`config.mk`:
```
export PLATFORM = sky130hd
export DESIGN_NAME = mod_mul_877_seq
export DESIGN_NICKNAME = d
export VERILOG_FILES = /design/src/rtl/mod_mul_877_seq.sv
export SDC_FILE = /design/constraint.sdc
export NUM_CORES = 1
export LEC_CHECK = 0
export BUFFER_PORTS_ARGS = -buffer_cell sky130_fd_sc_hd__buf_2
export CORE_ASPECT_RATIO = 0.6
export CORE_MARGIN = 4
export CORE_UTILIZATION = 50
export CTS_CLUSTER_SIZE = 10
export DETAILED_ROUTE_END_ITERATION = 10
export GPL_ROUTABILITY_DRIVEN = 0
export PLACE_DENSITY = 0.82
export SLEW_MARGIN = 20
export SYNTH_ARGS = -nofsm -noshare
export SYNTH_HDL_FRONTEND = slang
export SYNTH_SLANG_ARGS = --single-unit
```
`constraint.sdc`:
```
create_clock -name clk -period 13.9 [get_ports clk]
set_input_delay 1.39 -clock clk [delete_from_list [all_inputs] [get_ports clk]]
set_output_delay 1.39 -clock clk [all_outputs]
set_load 0.01 [all_outputs]
```
`src/rtl/mod_mul_877_seq.sv`:
```
// Sequential modular multiplier: dout_r = (din_a * din_b) mod P, built with
// interleaved (Blakley) shift-add-subtract, one multiplier bit per cycle.
module mod_mul_877_seq #(
  parameter int unsigned P = 877,
  parameter int unsigned W = 10
) (
  input  logic         clk,
  input  logic         rst_n,
  input  logic [W-1:0] din_a,
  input  logic [W-1:0] din_b,
  input  logic         in_valid,
  output logic         in_ready,
  output logic [W-1:0] dout_r,
  output logic         out_valid,
  input  logic         out_ready
);

  localparam int unsigned AW = W + 2;
  localparam int unsigned CW = (W > 1) ? $clog2(W) : 1;
  localparam logic [W-1:0]  P_W  = W'(P);
  localparam logic [AW-1:0] P_1  = AW'(P);
  localparam logic [AW-1:0] P_2  = AW'(2 * P);
  localparam logic [CW-1:0] CNT_TOP = CW'(W - 1);

  typedef enum logic [1:0] {
    IDLE = 2'd0,
    BUSY = 2'd1,
    DONE = 2'd2
  } state_t;

  state_t        state, state_nxt;
  logic [W-1:0]  a_r, a_nxt;
  logic [W-1:0]  b_r, b_nxt;
  logic [W-1:0]  r, r_nxt;
  logic [CW-1:0] cnt, cnt_nxt;
  logic [W-1:0]  dout_nxt;
  logic          in_ready_nxt;
  logic          out_valid_nxt;
  logic [AW-1:0] t;
  logic [AW-1:0] t_red;

  // State and datapath registers
  always_ff @(posedge clk or negedge rst_n) begin
    if (!rst_n) begin
      state     <= IDLE;
      a_r       <= '0;
      b_r       <= '0;
      r         <= '0;
      cnt       <= '0;
      dout_r    <= '0;
      in_ready  <= 1'b1;
      out_valid <= 1'b0;
    end else begin
      state     <= state_nxt;
      a_r       <= a_nxt;
      b_r       <= b_nxt;
      r         <= r_nxt;
      cnt       <= cnt_nxt;
      dout_r    <= dout_nxt;
      in_ready  <= in_ready_nxt;
      out_valid <= out_valid_nxt;
    end
  end

  // Next-state, iteration step and registered-output next values
  always_comb begin
    state_nxt     = state;
    a_nxt         = a_r;
    b_nxt         = b_r;
    r_nxt         = r;
    cnt_nxt       = cnt;
    dout_nxt      = dout_r;
    in_ready_nxt  = in_ready;
    out_valid_nxt = out_valid;

    // t < 3P always, so at most two conditional subtractions bring it below P
    t = {1'b0, r, 1'b0} + (b_r[cnt] ? {2'b00, a_r} : '0);
    if (t >= P_2) begin
      t_red = t - P_2;
    end else if (t >= P_1) begin
      t_red = t - P_1;
    end else begin
      t_red = t;
    end

    case (state)
      IDLE: begin
        if (in_valid && in_ready) begin
          a_nxt        = (din_a >= P_W) ? (din_a - P_W) : din_a;
          b_nxt        = din_b;
          r_nxt        = '0;
          cnt_nxt      = CNT_TOP;
          in_ready_nxt = 1'b0;
          state_nxt    = BUSY;
        end
      end
      BUSY: begin
        r_nxt = t_red[W-1:0];
        if (cnt == '0) begin
          dout_nxt      = t_red[W-1:0];
          out_valid_nxt = 1'b1;
          state_nxt     = DONE;
        end else begin
          cnt_nxt = cnt - CW'(1);
        end
      end
      DONE: begin
        if (out_ready) begin
          out_valid_nxt = 1'b0;
          in_ready_nxt  = 1'b1;
          state_nxt     = IDLE;
        end
      end
      default: begin
        out_valid_nxt = 1'b0;
        in_ready_nxt  = 1'b1;
        state_nxt     = IDLE;
      end
    endcase
  end

endmodule

```
# After elaboration in Yosys (flattened, before gate mapping)
# Cells that the tools add are included.
[word_totals]
output_inout_bits = 12
elab_cells = 57
register_bits = 48
[classes]
n_eq_ne = 6
addsub = 5
order_cmp = 4
bitwise_logic = 2
reduce_logical = 11
muxes = 21
[ops]
columns = ["cell", "count"]
rows = [
  ["10-bit two-way mux", 5],
  ["10-bit subtractor (second input constant)", 3],
  ["10-bit case mux with 2 select lines", 1],
  ["11-bit by 10-bit adder with 12-bit output", 1],
  ["12-bit by 10-bit greater-or-equal comparator with 1-bit output (second input constant)", 1],
  ["12-bit by 11-bit greater-or-equal comparator with 1-bit output (second input constant)", 1],
  ["3-bit AND reduction", 4],
  ["10-bit greater-or-equal comparator (second input constant)", 1],
  ["4-bit two-way mux", 2],
  ["2-bit != test (second input constant)", 4],
  ["4-bit case mux with 2 select lines", 1],
  ["2-bit two-way mux", 3],
  ["1-bit case mux with 3 select lines", 2],
  ["2-bit case mux with 3 select lines", 1],
  ["2-bit AND reduction", 3],
  ["4-bit by 5-bit < comparator with 1-bit output (second input constant)", 1],
  ["1-bit two-way mux", 5],
  ["1-bit binary-select mux with 4-bit select", 1],
  ["4-bit zero test", 1],
  ["4-bit by 1-bit subtractor with 4-bit output (second input constant)", 1],
  ["2-bit by 1-bit equality test with 1-bit output (second input constant)", 1],
  ["2-bit equality test (second input constant)", 1],
  ["2-bit zero test", 1],
  ["1-bit NOT", 2],
  ["2 further kinds", 2],
]

# Longest topological paths before layout
# Gate-level depths: netlist of run 1.
[depth]
depth_word = 8
depth_mapped = 18
mapped_depth_nobuf = 15

# Worst setup path after synthesis of run 1
# No wires, ideal clock.
[synth_path]
kind = "flip-flop to flip-flop"
startpoint = "register cnt[0]"
endpoint = "register r[7]"
setup_time_ns = 0.122
path_buffers = 2
t_arrival_ns = 4.476
required_time_ns = 13.778
synth_period_minus_slack_ns = 4.598
path_slack_ns = 9.302
stages_incl_launch_ff = 18
cell_sequence = "dfrtp_1 -> clkbuf_1 -> mux4_2 -> a221oi_1 -> a21oi_1 -> clkbuf_1 -> and2_1 -> ha_1 -> inv_1 -> fa_1 -> and2b_1 -> o21a_1 -> xor2_1 -> o2111ai_1 -> a211oi_4 -> nor4_1 -> or3_1 -> a32o_1"
[synth_between]
elab_chain_cells = 8
[synth_lines]
columns = ["item", "line_no", "source"]
rows = [
  ["start: declaration", "35", "logic [CW-1:0] cnt, cnt_nxt;"],
  ["start signal: assignment", "58", "cnt <= cnt_nxt;"],
  ["1-bit binary-select mux with 4-bit select *", "77", "t = {1'b0, r, 1'b0} + (b_r[cnt] ? {2'b00, a_r} : '0);"],
  ["1-bit two-way mux (implied by the code) *", "77", ""],
  ["10-bit two-way mux *", "77", ""],
  ["11-bit by 10-bit adder with 12-bit output *", "77", ""],
  ["10-bit subtractor or 12-bit by 10-bit greater-or-equal comparator with 1-bit output (tied branches)", "81, 80", ""],
  ["10-bit two-way mux", "80", "end else if (t >= P_1) begin"],
  ["10-bit two-way mux *", "78", "if (t >= P_2) begin"],
  ["10-bit case mux with 2 select lines *", "86", "case (state)"],
  ["end signal: assignment", "57", "r <= r_nxt;"],
  ["end: declaration", "34", "logic [W-1:0] r, r_nxt;"],
]
# Every way passes the cells marked *; elsewhere a longest branch is shown, timed or not. The select of a mux whose other input is x is not followed.
# A chain may end at the register's enable or synchronous reset.

# Worst setup path after layout of run 1
# Ends and elaborated chain as after synthesis.

==> results of run 1 <==
==> stage by stage <==
step	worst slack (ns)	std cells	util (%)	hold slack, ns	cell area [sq um]
2_1_floorplan	9.30	375	-	0.455	3410
3_3_place_gp	8.72	480	57.2	0.457	3640
3_5_place_dp	8.55	480	57.2	0.468	3640
4_1_cts	8.53	488	60.0	0.484	3810
5_1_grt	8.41	488	60.1	0.499	3820
6_report	8.81	488	60.1	0.481	3820
==> worst register-to-register path: cells and delay by family (launching register included) <==
family / cells / cell delay (ns)
adder cells (fa/ha/maj): 2 / 0.44
AO/OA/AOI/OAI: 7 / 2.47
flip-flops: 1 / 0.50
multiplexers: 1 / 0.54
buffers and inverters: 1 / 0.08
AND/OR/NAND/NOR: 4 / 0.94
==> kinds of logic (layout without fill, tap and decap cells) <==
group / after synthesis / count (layout) / synth area share [%]
AND/OR/NAND/NOR: 137 / 137 / 20.3
AO/OA/AOI/OAI: 106 / 106 / 22.4
flip-flops: 48 / 48 / 35.3
buffers and inverters: 30 / 59 / 3.53
adder cells (fa/ha/maj): 19 / 19 / 7.20
XOR/XNOR: 18 / 18 / 5.07
multiplexers: 17 / 17 / 6.24
==> layer usage <==
metal  up-vias  global-route usage (%)  routed length (microns)
met3         8                    7.08                      980
met2       144                    28.9                     3230
met5         -                       0                        0
met4         0                    3.16                       51
met1      1451                    32.2                     3950
li1       1430                       -                        -
==> cell usage in the layout, fill, tap and decap left out, types with 6 or more instances in the layout <==
cell type,instances
sky130_fd_sc_hd__dfrtp_1,47
sky130_fd_sc_hd__buf_2,34
sky130_fd_sc_hd__a31oi_1,7
sky130_fd_sc_hd__xnor2_1,11
sky130_fd_sc_hd__o21ai_0,20
sky130_fd_sc_hd__nor3_1,10
sky130_fd_sc_hd__nand3_1,8
sky130_fd_sc_hd__nor2_1,37
sky130_fd_sc_hd__mux2_2,14
sky130_fd_sc_hd__nor4_1,6
sky130_fd_sc_hd__inv_1,15
sky130_fd_sc_hd__and2_1,12
sky130_fd_sc_hd__ha_1,18
sky130_fd_sc_hd__o31ai_1,7
sky130_fd_sc_hd__nand2_1,31
sky130_fd_sc_hd__a21oi_1,26
==> cell type report <==
cell class,count,area (sq um),share of cell area (%)
Multi-Input combinational cell,297,2090,54.8
Sequential cell,48,1200,31.5
Timing Repair Buffer,36,185,4.85
Clock buffer,6,139,3.63
Tap cell,84,105,2.75
Inverter,15,56.3,1.47
Clock inverter,2,38.8,1.02
==> registers in the layout (all words and copies together), names as in the netlist <==
| register | flops |
|---|---|
| in_ready | 1 |
| out_valid | 1 |
| dout_r | 10 |
| state | 2 |
| a_r | 10 |
| b_r | 10 |
| cnt | 4 |
| r | 10 |
==> path summary, 6_finish.rpt <==
kind	end	cells after the start	slack, ns
worst max-delay path	r[7]$_DFFE_PN0P_	15	8.81
worst min-delay path	dout_r[2]$_DFFE_PN0P_	2	0.48
worst max register to register	r[7]$_DFFE_PN0P_	15	8.81
worst min register to register	dout_r[2]$_DFFE_PN0P_	2	0.48
max in group asynchronous	a_r[6]$_DFFE_PN0P_	1	12.38
min in group asynchronous	out_valid$_DFFE_PN0P_	1	1.10
==> flow_results.org, run 1 <==
** Cells and area
- Of the cells placed in the final design, the portion with a size suffix greater than 1 is 19.1%.
- Counting the fill cells in the layout gives 530.
- Layout Area Growth over Synthesis :: 12.2%
- Fin nets :: 446
- The repair_antennas step left the layout with diodes totalling 0.

** STA
- Final period util :: 36.6%
- Number of slew-limit violations in the final report :: 0
- Clock skew on the completed layout was measured at 0.00884 ns.
- The worst pin sits at a relative slew slack of 46.7%.
- Shortest clock period the worst path allows after layout :: 5.09 ns
- Actual transition at the worst max-transition pin :: 0.795 ns
- Final setup viols :: 0
- Unrepaired setup endpoints after global routing :: false
- Max frequency :: 197 MHz
- Adding up every negative setup slack in the final design gives 0 ns.
- Final Hold Viols :: 0

** Synth
- Cell Area, Synth :: 3410 sq um
- By area the synthesized netlist is led by sky130_fd_sc_hd__dfrtp_1 35%, sky130_fd_sc_hd__ha_1 6.6%, sky130_fd_sc_hd__mux2_2 4.6%, sky130_fd_sc_hd__nor2_1 4.1%, sky130_fd_sc_hd__a21oi_1 3.8%.
- Yosys top cell area share :: 34.5%
- Commonest cells post-synth :: 47 x sky130_fd_sc_hd__dfrtp_1, 37 x sky130_fd_sc_hd__nor2_1, 31 x sky130_fd_sc_hd__nand2_1
- Average instance area after synthesis :: 9.09 sq um
- The number of nets in the synthesized netlist is 418.
- Dominant register cell in the synthesized netlist :: sky130_fd_sc_hd__dfrtp_1
- Asr flop ratio synth :: 100%
- Post-synthesis sequential area ratio :: 35.3%
- Most area-hungry cell type in the Yosys netlist :: sky130_fd_sc_hd__dfrtp_1
- The Yosys step of the flow raised 0 warnings.
- In this run, synthesis inferred 0 flip-flops with an integrated enable.
- Yosys instantiated no cell more often than sky130_fd_sc_hd__dfrtp_1.
- The number of different library cells used by synthesis comes to 65.
- Synthesis produced 375 cells.
- Register bit total from synthesis :: 48

** Routing
- For this block, the routed nets add up to 8220 microns of wire.
- Pre-Repair DR Iteration Count :: 7
- In the final routed layout, each cell accounts on average for 16.8 microns.
- Final antenna-violating net count :: 0
- Across all layers, the routed design uses 3,033 vias.
- The detailed router finished its first iteration with 277 violations.
- In the routed layout, each cell is associated on average with a via count of 6.22.
- Number of DRC violations after detailed routing :: 0

** Critical path
- Worst path arrival time :: 5.27 ns
- Critical-path cell list :: mux4_2 > a221oi_1 > a21oi_1 > and2_1 > ha_1 > inv_1 > fa_1 > and2b_1 > o2111a_1 > o21ba_2 > o31ai_2 > o311a_1 > nor4_1 > or3_1 > a32o_1
- Crit path capture type :: flop
- The worst register-to-register path begins at cnt[0]$_DFFE_PN0P_.
- Critical-path maximum fanout :: 13
- Required time of the critical path :: 14.09 ns
- Maximum cell stage delay along the critical path :: 0.64 ns
- Setup Crit Path Kind :: reg2reg
- The critical path starts at cnt[0]$_DFFE_PN0P_.
- The number of buffers and inverters on the critical path is 1.
- Critical Path Start Type :: flop
- Top delay family on crit path :: compound AO/OA/AOI/OAI gates
- Cell at the slowest stage of the critical path :: sky130_fd_sc_hd__o31ai_2

** Global route
- Sum of overflow across all layers after global routing :: 0
- Largest net degree at the start of global routing :: 49
- The initial antenna violation count is 0.
- Global-route wire length before repair :: 13,600 microns
- Global routing used 21.0% of the available tracks across all layers.
- The number of global-route vias before repair came to 2,697.

** Floorplan
- Starting density of the core :: 53.6%
- The die covers 8240 sq um.
- Core Region :: 6360 sq um
- Number of rows created at floorplan :: 22
- Die outline width :: 115 microns
- The floorplan step set the die height to 71.9 microns.
- For this design the top-level I/O count stands at 36.

** Status
- Status :: finished clean

** Clocking
- Root cell of the clock tree :: sky130_fd_sc_hd__clkbuf_16
- The number of hold buffers added after CTS was 0.
- CTS Sinks :: 48
- Cts repair resizes :: 0
- TritonCTS built the clock tree.
- Clock tree synthesis inserted a total of 5 buffers.
- CTS HTree Levels :: 2
- Once the clock tree was built, the setup fixing pass inserted 0 buffers.
- Clock-pin slew was measured on the worst setup and hold paths at 0.07 ns.
- Clock latency on the worst-skew pair, taken at its later pin, is 0.29 ns.
- Number of buffers on the longest clock path :: 2

** Hold path
- Tightest Hold Check Type :: reg2reg
- Hold wc startpoint :: dout_r[2]$_DFFE_PN0P_

** Place
- The HPWL after detailed placement is 6260 microns.
- Number of buffers added on ports :: 35

** Flow run
- The tool flagged a number of max-cap violations equal to 0.
Power of run 1 is left out: the tool's default activity adds up to more than one toggle a clock period on the data nets, which glitch-free logic cannot reach.
==> run 2: changes to the inputs <==
Settings changed: PLACE_DENSITY 0.82 to 0.84.
Clock period 13.9 ns to 4.1 ns, I/O delays scaled along.
==> flow_results.org, run 2 (synthesized netlist as in run 1, its figures left out) <==
** STA
- The number of failing setup endpoints in the final timing report is 20 (+20).
- The smallest setup slack after layout came to -0.309 ns (-9.12 ns).
- Setup Skew :: 0.0110 ns (+0.00218 ns)
- Final period util :: 108% (+71 points)
- Final Hold Viols :: 0 (unchanged)
- Setup repair after global routing could not meet its margin everywhere.
- Max frequency :: 227 MHz (+15%)
- Shortest clock period the worst path allows after layout :: 4.41 ns (-0.680 ns)
- The worst-margin pin slew is 0.776 ns (-0.0192 ns).
- Number of slew-limit violations in the final report :: 0 (unchanged)
- Relative slew slack :: 48.2% (+1.5 points)

** Clocking
- The number of sinks on the clock net was 48 (unchanged).
- The root buffer cell chosen for the clock tree is sky130_fd_sc_hd__clkbuf_16.
- The clock latency at the later pin of the worst-skew pair came to 0.29 ns (about the same).
- Hold-fix buffer count after cts :: 0 (unchanged)
- Number of buffers created by CTS :: 5 (unchanged)
- CTS HTree Levels :: 2 (unchanged)
- The clock tree buffer depth is 2 (unchanged).
- CTS tree :: built
- Worst-path clk slew :: 0.07 ns (about the same)

** Global route
- Via count of the first global-routing pass :: 3,330 (+23%)
- The total global-route track usage was 25.0% (+4.0 points).
- The maximum number of pins on one net before global-route repair was 49 (unchanged).
- Global-route wire length before repair :: 16,300 microns (+20%)
- The initial antenna violation count came to 0 (unchanged).
- Sum of overflow across all layers after global routing :: 0 (unchanged)

** Floorplan
- The count of pins on the block boundary is 36 (unchanged).
- Die outline width :: 115 microns (unchanged)
- The row count was 22 (unchanged).
- The die outline area is 8240 sq um (unchanged).
- Core Region :: 6360 sq um (unchanged)
- Starting density of the core :: 53.6% (unchanged)
- The floorplan die height is 71.9 microns (unchanged).

** Routing
- The wire length after detailed routing is 10,900 microns (+33%).
- Pre-Repair DR Iteration Count :: 7 (unchanged)
- The number of nets with antenna violations after detailed routing came to 0 (unchanged).
- Wire length per cell :: 19.6 microns (+16%)
- Number of DRC violations after detailed routing :: 0 (unchanged)
- Post-detailed-route via-to-cell ratio :: 6.17 (-0.70%)
- DRT iter0 DRCs :: 347 (+25%)
- The number of vias after detailed routing is 3,450 (+14%).

** Cells and area
- The share of post-route cells with drive strength above 1 is 42.1% (+23 points).
- The top cell types in the final layout, fill and taps aside, are 55 x sky130_fd_sc_hd__buf_4, 47 x sky130_fd_sc_hd__dfrtp_1, 34 x sky130_fd_sc_hd__nor2_1, 34 x sky130_fd_sc_hd__buf_2, 28 x sky130_fd_sc_hd__nand2_1.
- The library cell used most frequently in the layout, excluding fill and tap cells, is sky130_fd_sc_hd__buf_4.
- From synthesis to final layout, the design area changed by 41.4%.
- The number of antenna repair diodes came to 0 (unchanged).
- Fin nets :: 517 (+16%)
- The utilization after layout was 75.7% (+16 points).

** Place
- Worst slack at placement :: -0.340 ns (-8.89 ns)
- HPWL after detailed placement :: 6960 microns (+11%)
- The port buffer count came to 35 (unchanged).

** Hold path
- The worst hold path belongs to the class in2async.

** Critical path
- Setup Crit Path Kind :: reg2reg
- Worst path arrival time :: 4.59 ns (-0.68 ns)
- Required time of the critical path :: 4.28 ns (-9.81 ns)
- The worst setup path is launched from a flop.
- Crit path capture type :: flop
- The worst-path maximum fanout was 7 (-6).

** Status
- Status :: finished, violations left
- The final reports fail on negative setup slack.

** Flow run
- The number of maximum-capacitance violations came to 0 (unchanged).
==> run 2: area by class of cell <==
class	count	area, sq um
sequential	48	1200
clock inverter	2	12.5
clock buffer	6	129
multi-input combinational	297	2520
inverter	15	56.3
timing repair buffer	107	795
fill	413	1540
tap	84	105
==> run 2: timing repair <==
action                     in CTS  in global routing
pin swaps                      29                 28
gates resized for setup        45                 45
setup buffers                   9                 15
setup endpoints to repair      20                 20
==> run 2: metal layers <==
metal / up-vias / wire (microns) / track usage [%]
li1: 1577 / - / -
met3: 33 / 961 / 6.17
met1: 1655 / 4610 / 33.2
met5: - / 0 / 0
met4: 0 / 279 / 5.93
met2: 185 / 5090 / 41.5
==> run 2: final timing paths <==
| check | cells after the start | startpoint | endpoint | slack [ns] |
|---|---|---|---|---|
| setup / recovery | 16 | cnt[0]$_DFFE_PN0P_ | r[6]$_DFFE_PN0P_ | -0.31 |
| hold / removal | 1 | rst_n | out_valid$_DFFE_PN0P_ | 0.13 |
| setup reg to reg | 16 | cnt[0]$_DFFE_PN0P_ | r[6]$_DFFE_PN0P_ | -0.31 |
| hold reg to reg | 2 | dout_r[5]$_DFFE_PN0P_ | dout_r[5]$_DFFE_PN0P_ | 0.48 |
| max in group asynchronous | 1 | rst_n | a_r[7]$_DFFE_PN0P_ | 3.54 |
| min in group clk | 2 | din_b[4] | b_r[4]$_DFFE_PN0P_ | 0.35 |
==> run 2: critical path, cell delays in order, from the launching register on <==
cell                       delay (ns)
sky130_fd_sc_hd__dfrtp_1         0.40
sky130_fd_sc_hd__mux4_2          0.55
sky130_fd_sc_hd__a221oi_4        0.34
sky130_fd_sc_hd__a21oi_4         0.09
sky130_fd_sc_hd__and2_4          0.20
sky130_fd_sc_hd__ha_4            0.17
sky130_fd_sc_hd__buf_6           0.12
sky130_fd_sc_hd__a211oi_4        0.28
sky130_fd_sc_hd__nor3_4          0.09
sky130_fd_sc_hd__or4b_4          0.51
sky130_fd_sc_hd__a211oi_4        0.31
sky130_fd_sc_hd__buf_4           0.18
sky130_fd_sc_hd__o311a_4         0.25
sky130_fd_sc_hd__buf_4           0.13
sky130_fd_sc_hd__nor4_4          0.04
sky130_fd_sc_hd__or3_1           0.38
sky130_fd_sc_hd__a32o_1          0.26
==> run 2: per-stage QoR <==
step	setup TNS (ns)	cell area [sq um]	cells	hold WS [ns]
2_1_floorplan	-1.64	3450	375	0.114
3_3_place_gp	-0.736	4030	529	0.457
3_5_place_dp	-3.60	4030	529	0.464
4_1_cts	-1.05	4470	545	0.346
5_1_grt	-6.69	4820	559	0.193
6_report	-4.08	4820	559	0.133
Power of run 2 is left out for the same reason.
